[config.mk]
export PLATFORM = sky130hd
export DESIGN_NAME = mcont_buf_wr_seq
export DESIGN_NICKNAME = d
export VERILOG_FILES = /design/src/rtl/mcont_buf_wr_seq.sv
export SDC_FILE = /design/constraint.sdc
export NUM_CORES = 1
export LEC_CHECK = 0
export ABC_AREA = 0
export BUFFER_PORTS_ARGS = -buffer_cell sky130_fd_sc_hd__buf_4
export CAP_MARGIN = 15
export CORE_AREA = 2 2 115 117
export CTS_CLUSTER_SIZE = 8
export DETAILED_ROUTE_END_ITERATION = 7
export DIE_AREA = 0 0 117 119
export HOLD_SLACK_MARGIN = 0.05
export MAX_ROUTING_LAYER = met4
export PLACE_DENSITY_LB_ADDON = 0.08
export SLEW_MARGIN = 10
export SYNTH_ARGS = -nofsm -noshare
export SYNTH_HDL_FRONTEND = slang
export SYNTH_SLANG_ARGS = --single-unit
[constraint.sdc]
create_clock -name clk -period 4 [get_ports clk]
set_clock_uncertainty 0.1 [all_clocks]
set_input_delay 0.6 -clock clk [delete_from_list [all_inputs] [get_ports clk]]
set_output_delay 0.6 -clock clk [all_outputs]
set_load 0.02 [all_outputs]
[src/rtl/mcont_buf_wr_seq.sv]
// Buffer-write sequencer: a read-burst descriptor plus the PHY read-data stream become
// buffer-write bus cycles. The optional idle timeout is enabled by MCONT_BUF_WR_TIMEOUT_EN.
module mcont_buf_wr_seq #(
    parameter int ADDR_WIDTH     = 7,
    parameter int CHN_WIDTH      = 4,
    parameter int TIMEOUT_CYCLES = 255
) (
    input  logic                  clk,
    input  logic                  rst,
    input  logic                  start,
    input  logic [CHN_WIDTH-1:0]  start_chn,
    input  logic [ADDR_WIDTH-1:0] start_addr,
    input  logic [ADDR_WIDTH-1:0] start_nwords,
    input  logic                  rd_valid,
    input  logic [63:0]           rd_data,
    output logic                  ext_buf_wr,
    output logic [ADDR_WIDTH-1:0] ext_buf_waddr,
    output logic [CHN_WIDTH-1:0]  ext_buf_wchn,
    output logic [63:0]           ext_buf_wdata,
    output logic                  seq_done,
    output logic                  busy,
    output logic                  start_ign,
    output logic                  stray
`ifdef MCONT_BUF_WR_TIMEOUT_EN
    ,
    output logic                  timeout_err
`endif
);

    localparam int CNT_W = ADDR_WIDTH + 1;
    localparam logic [CNT_W-1:0] FULL_CNT = {1'b1, {ADDR_WIDTH{1'b0}}};

    typedef enum logic [1:0] {
        ST_IDLE = 2'd0,
        ST_XFER = 2'd1,
        ST_DONE = 2'd2
    } state_t;

    state_t                  state_q, state_d;
    logic [ADDR_WIDTH-1:0]   addr_q, addr_d;
    logic [CNT_W-1:0]        rem_q, rem_d;
    logic                    wr_q, wr_d;
    logic [ADDR_WIDTH-1:0]   waddr_q, waddr_d;
    logic [63:0]             wdata_q, wdata_d;
    logic [CHN_WIDTH-1:0]    wchn_q, wchn_d;
    logic                    done_q, done_d;
    logic                    busy_q, busy_d;
    logic                    ign_q, ign_d;
    logic                    stray_q, stray_d;

`ifdef MCONT_BUF_WR_TIMEOUT_EN
    localparam int TO_W = $clog2(TIMEOUT_CYCLES + 1);
    // The counter is one behind the gap length, so DONE (and seq_done) lands
    // TIMEOUT_CYCLES cycles after the last accepted word or start.
    localparam logic [TO_W-1:0] TO_LAST = TO_W'(TIMEOUT_CYCLES - 1);
    logic [TO_W-1:0]         idle_q, idle_d;
    logic                    to_q, to_d;
`endif

    // Next-state, counters and write-bus decode
    always_comb begin
        state_d = state_q;
        addr_d  = addr_q;
        rem_d   = rem_q;
        wr_d    = 1'b0;
        waddr_d = waddr_q;
        wdata_d = wdata_q;
        wchn_d  = wchn_q;
        ign_d   = 1'b0;
        stray_d = 1'b0;
`ifdef MCONT_BUF_WR_TIMEOUT_EN
        idle_d  = idle_q;
        to_d    = 1'b0;
`endif

        case (state_q)
            ST_IDLE: begin
                if (start) begin
                    state_d = ST_XFER;
                    wchn_d  = start_chn;
                    addr_d  = start_addr;
                    rem_d   = (start_nwords == '0) ? FULL_CNT : {1'b0, start_nwords};
`ifdef MCONT_BUF_WR_TIMEOUT_EN
                    idle_d  = '0;
`endif
                end else begin
                    state_d = ST_IDLE;
                end
            end
            ST_XFER: begin
                if (rem_q == '0) begin
                    state_d = ST_DONE;
                end else begin
`ifdef MCONT_BUF_WR_TIMEOUT_EN
                    if (rd_valid) begin
                        idle_d  = '0;
                        state_d = ST_XFER;
                    end else begin
                        idle_d = idle_q + TO_W'(1);
                        if (idle_d == TO_LAST) begin
                            state_d = ST_DONE;
                            to_d    = 1'b1;
                        end else begin
                            state_d = ST_XFER;
                        end
                    end
`else
                    state_d = ST_XFER;
`endif
                end
            end
            ST_DONE: begin
                state_d = ST_IDLE;
            end
            default: begin
                state_d = ST_IDLE;
            end
        endcase

        // Data is taken only while words remain; anything else on rd_valid is stray
        if ((state_q == ST_XFER) && (rem_q != '0) && rd_valid) begin
            wr_d    = 1'b1;
            waddr_d = addr_q;
            wdata_d = rd_data;
            addr_d  = addr_q + ADDR_WIDTH'(1);
            rem_d   = rem_q - CNT_W'(1);
        end else if (rd_valid) begin
            stray_d = 1'b1;
        end else begin
            stray_d = 1'b0;
        end

        if (start && (state_q != ST_IDLE)) begin
            ign_d = 1'b1;
        end else begin
            ign_d = 1'b0;
        end

        done_d = (state_d == ST_DONE);
        busy_d = (state_d != ST_IDLE);
    end

    // State and output registers; reset aborts any burst without seq_done
    always_ff @(posedge clk or posedge rst) begin
        if (rst) begin
            state_q <= ST_IDLE;
            addr_q  <= '0;
            rem_q   <= '0;
            wr_q    <= 1'b0;
            waddr_q <= '0;
            wdata_q <= 64'd0;
            wchn_q  <= '0;
            done_q  <= 1'b0;
            busy_q  <= 1'b0;
            ign_q   <= 1'b0;
            stray_q <= 1'b0;
`ifdef MCONT_BUF_WR_TIMEOUT_EN
            idle_q  <= '0;
            to_q    <= 1'b0;
`endif
        end else begin
            state_q <= state_d;
            addr_q  <= addr_d;
            rem_q   <= rem_d;
            wr_q    <= wr_d;
            waddr_q <= waddr_d;
            wdata_q <= wdata_d;
            wchn_q  <= wchn_d;
            done_q  <= done_d;
            busy_q  <= busy_d;
            ign_q   <= ign_d;
            stray_q <= stray_d;
`ifdef MCONT_BUF_WR_TIMEOUT_EN
            idle_q  <= idle_d;
            to_q    <= to_d;
`endif
        end
    end

    assign ext_buf_wr    = wr_q;
    assign ext_buf_waddr = waddr_q;
    assign ext_buf_wchn  = wchn_q;
    assign ext_buf_wdata = wdata_q;
    assign seq_done      = done_q;
    assign busy          = busy_q;
    assign start_ign     = ign_q;
    assign stray         = stray_q;
`ifdef MCONT_BUF_WR_TIMEOUT_EN
    assign timeout_err   = to_q;
`endif

endmodule
; Word level (Yosys, flattened, before mapping)
; Index checks and enable logic that the tools add are counted.
[word_totals]
ff_bits = 97
latch_bits = 0
ramBits = 0
mem_bits_ro = 0
input_bits = 86
output_inout_bits = 80
elab_cells = 42
mem_count = 0
[classes]
addsub = 2
mul = 0
div = 0
order_cmp = 0
eq_ne = 2
shift = 0
n_mux = 14
bitwise = 0
n_reduce_logical = 13
[op_table]
columns = cell, count
row1 = 8-bit 2-to-1 mux, 4
row2 = 7-bit 2-to-1 mux, 3
row3 = 8-bit logical NOT, 1
row4 = 2-bit nonzero test, 4
row5 = 8-bit nonzero test, 1
row6 = 8-bit by 1-bit subtractor with 8-bit output (second input constant), 1
row7 = 7-bit by 1-bit adder with 7-bit output (second input constant), 1
row8 = 7-bit logical NOT, 1
row9 = 1-bit 2-to-1 mux, 5
row10 = 2-bit case mux with 2 select lines, 1
row11 = 2-bit AND reduction, 2
row12 = 1-bit logical AND, 3
row13 = 2-bit by 1-bit equality test with 1-bit output (second input constant), 1
row14 = 2-bit equality test (second input constant), 1
row15 = 2-bit logical NOT, 1
row16 = 2-bit 2-to-1 mux, 1

; Depth between registers and ports, before layout
[logic_depth]
ltp_word = 5
depth_mapped = 9
mapped_depth_nobuf = 7

; Worst setup path before layout
; No wires, ideal clock.
[synth_path]
kind = register to register
start = reg rem_q[0]
end = reg rem_q[0]
setup_time_ns = 0.126
arrival_ns = 1.526
t_required_ns = 3.774
path_slack_ns = 2.248
stages_incl_launch_ff = 9
path_buffers = 2
period_less_slack_ns = 1.752
path_cell_list = dfrtp_1 > inv_1 > ha_1 > nor3b_1 > a21bo_1 > buf_4 > buf_4 > nor2_1 > a221o_1
[synth_between]
elab_chain_cells = 5
word_cells_on_any_way = 8
cone_classes = add/sub (1) / mux (1) / reduce/logical (6)
[synth_lines]
columns = item, line_no
row1 = "start, declared", 41  ; logic [CNT_W-1:0] rem_q, rem_d;
row2 = "start signal, assigned", 164  ; rem_q <= rem_d;
row3 = branches (longest 5 deep; another with 8-bit by 1-bit subtractor with 8-bit output), -
; Several ways; the timed one is not identified.
; A chain may end at the register's enable or synchronous reset.

; Worst setup path after layout
[layout_path]
start = reg rem_q[0]
end = reg rem_q[4]
; Same word-level chain as after synthesis.

==> metrics.csv <==
stage,metric,value,unit
synth,top_reg_cell synth,dfrtp_1,
sta,Final Cycle Share,0.651,
pwr,Worst VDD drop,408,uV
sta,Final Max Slew Viols,0,
sta,Setup WS post-layout,1400,ps
worst_setup_path,crit-path max FO,48,
drt,vias per cell,4.41,
global_route,initial antenna violation count,0,
pwr,PwrDens,750,nW/um2
cts,Max Root-Sink Buffers,2,
worst_setup_path,R2R depth,7,
synth,Mapped Nets,521,
synth,post-synthesis sequential area ratio,0.609,
global_route,global-route wire length before repair,16200,um
synth,Seq cells post-synth,97,
outcome,run status,finished clean,
placed_design,Inst Count DP,754,
placed_design,Final Wtd Congestion,0.816,
cts,"Setup Fix Bufs, Post-CTS",0,
worst_setup_path,reg2reg end,rem_q[4],
final_layout,Filler cells,1318,
cts,CTS buffer count,9,
floorplan,Die ar.,13900,um2
worst_setup_path,Worst Setup End Kind,register,
global_route,vias in the first global route,3227,
drt,"antenna viol nets, final",0,
placed_design,Port Buffers,165,
final_layout,layout cell share with drive strength beyond 1,0.315,
synth,Syn Std Cell Area,3980,um2
floorplan,starting density of the core,0.309,
synth,Syn Area/Cell,9.22,um2
worst_setup_path,crit path kind,reg -> reg,
pwr,Lkg Pwr,3.04,nW
worst_setup_path,R2R setup slack,1400,ps
floorplan,Horiz. Die Dim,117,um
floorplan,FP Rows,42,
sta,Tmin final,2600,ps
final_layout,"Area growth, synth to finish",41.3,%
synth,"EDFF count, synth",0,
worst_setup_path,CP required,4120,ps
final_layout,Final Util,0.437,
drt,Residual DRC,0,
cts,Clock transition at path regs,60,ps
global_route,GRT Total Usage,0.153,
min_path,Worst Hold End,ext_buf_wchn[1],
floorplan,Core ar.,12900,um2
run,max cap viols,0,
cts,CTS Hold Bufs,0,
placed_design,DP Wirelength,6930,um
sta,fmax,384,MHz
worst_setup_path,Reg2Reg Launch Point,rem_q[0],
final_layout,Nets,678,
synth,yosys warns,0,
floorplan,IO Pins,166,
drt,via count,3386,
cts,Root Buffer,clkbuf_16,
pwr,total power,4.22,mW
placed_design,dpl ws,1350,ps
global_route,overflow left after global routing,0,
synth,cells after synthesis,432,
drt,WL final,10300,um
final_layout,ANT cells,0,
worst_setup_path,"Arr. time, crit path",2730,ps
sta,Worst slew margin,0.372,
cts,H-tree depth,3,
cts,CTS sink cnt,97,
cts,clk_lat worst skew,340,ps
min_path,Cells on Worst Hold Path,3,
sta,Final Setup Violations,0,
worst_setup_path,Worst setup SP type,register,
global_route,pin count of the biggest net entering global routing,83,
floorplan,Die Ht,119,um
cts,CTS tree,yes,
min_path,min-delay src,start_chn[1],
drt,Initial DRT Pass Iterations,5,
sta,setup repair after global routing missed its margin,no,
synth,Netlist cell types,40,
drt,initial DRC count,228,
sta,sum of negative setup slack,0,ps
sta,Worst-Margin Slew,943,ps
drt,Wirelength per Cell,13.5,um
synth,async set-reset flop share out of synthesis,1.00,
cts,Resized Gates After CTS,0,
min_path,class of the worst hold path,in -> reg,
sta,Fin. Hold Viols,0,
final_layout,Finished Layout Cells,767,
[cell usage after synthesis (2+ instances only)]
master | instances | area [um2]
nor2_1 | 12 | 45.0
nor3_1 | 5 | 25.0
a211o_1 | 3 | 26.3
inv_1 | 7 | 26.3
nor3b_1 | 4 | 30.0
nand3_1 | 5 | 25.0
and3_1 | 6 | 37.5
a22o_1 | 3 | 26.3
clkbuf_1 | 3 | 11.3
a32oi_1 | 2 | 17.5
nor2b_1 | 2 | 12.5
o21ai_0 | 2 | 10.0
ha_1 | 3 | 37.5
a21oi_1 | 3 | 15.0
a221o_1 | 5 | 50.1
nand2_1 | 228 | 856
dfrtp_1 | 97 | 2430
buf_4 | 2 | 15.0
a31o_2 | 2 | 17.5
and2_1 | 2 | 12.5
buf_2 | 16 | 80.1
nand4_1 | 2 | 12.5
[metal layers]
metal,GRT usage,wire (um),part of all wire
met5,-,0,0
met4,0.0596,169,0.016
met3,0.0300,602,0.058
met2,0.229,4720,0.46
met1,0.204,4840,0.47
[power by group]
group	internal, mW	switching, mW
clock network	0.463	0.349
registers	1.37	0.267
logic	0.739	1.03
[flip-flops by register name, indices dropped and copies added, names as in the netlist]
register	flops
ext_buf_wr	1
start_ign	1
stray	1
ext_buf_waddr	7
ext_buf_wchn	4
rem_q	8
addr_q	7
busy	1
ext_buf_wdata	64
seq_done	1
state_q	2
[cells by family after synthesis]
group / share of synthesized area
buf+inv: 0.0371
flops: 0.609
mux: 0.00251
compound gates: 0.0650
simple gates: 0.276
fa+ha+maj: 0.00943
[worst max path at each step]
stage,slack (ps),start,end
6_report,1400,rem_q[0],rem_q[4]
5_1_grt,1210,rem_q[0],rem_q[4]
4_1_cts,1370,rem_q[0],rem_q[4]
3_5_place_dp,1350,rd_valid,rem_q[4]
3_3_place_gp,1400,rd_valid,rem_q[4]
2_1_floorplan,770,rst,addr_q[0]
[stage by stage]
| stage | instance area [um2] | hold slack, ps |
|---|---|---|
| 4_1_cts | 5630 | 336 |
| 6_report | 5630 | 348 |
| 3_5_place_dp | 5360 | 364 |
| 2_1_floorplan | 3980 | 371 |
| 5_1_grt | 5630 | 345 |
| 3_3_place_gp | 5360 | 360 |
[cell usage in the layout, fill, tap and decap left out, types with 2 or more instances in the layout]
| cell | count |
|---|---|
| nand2_1 | 228 |
| nand4_1 | 2 |
| nand3_1 | 5 |
| o21ai_0 | 2 |
| and3_1 | 6 |
| ha_1 | 3 |
| a211o_1 | 3 |
| buf_4 | 168 |
| inv_1 | 6 |
| dfrtp_1 | 97 |
| nor2_1 | 12 |
| a221o_1 | 5 |
| clkbuf_8 | 3 |
| nor2b_1 | 2 |
| a21oi_1 | 3 |
| and2_1 | 2 |
| nor3b_1 | 4 |
| a32oi_1 | 2 |
| nor3_1 | 5 |
| a22o_1 | 3 |
| clkbuf_16 | 9 |
| a31o_2 | 2 |
[area by class of cell]
cell class | count | area [um2] | share of cell area
clock buffer | 13 | 270 | 0.0480
inverter | 8 | 32.5 | 0.00578
multi-input combinational | 305 | 1410 | 0.251
sequential | 97 | 2430 | 0.431
tap | 176 | 220 | 0.0391
timing repair buffer | 168 | 1260 | 0.224
[critical path, stage by stage (launching register included)]
cell,delay [ps]
dfrtp_1,400
inv_1,80
ha_1,190
nor3b_1,160
a21bo_4,230
inv_2,600
nor2_1,310
a221o_1,410
Power figures use the tool's default switching activity.
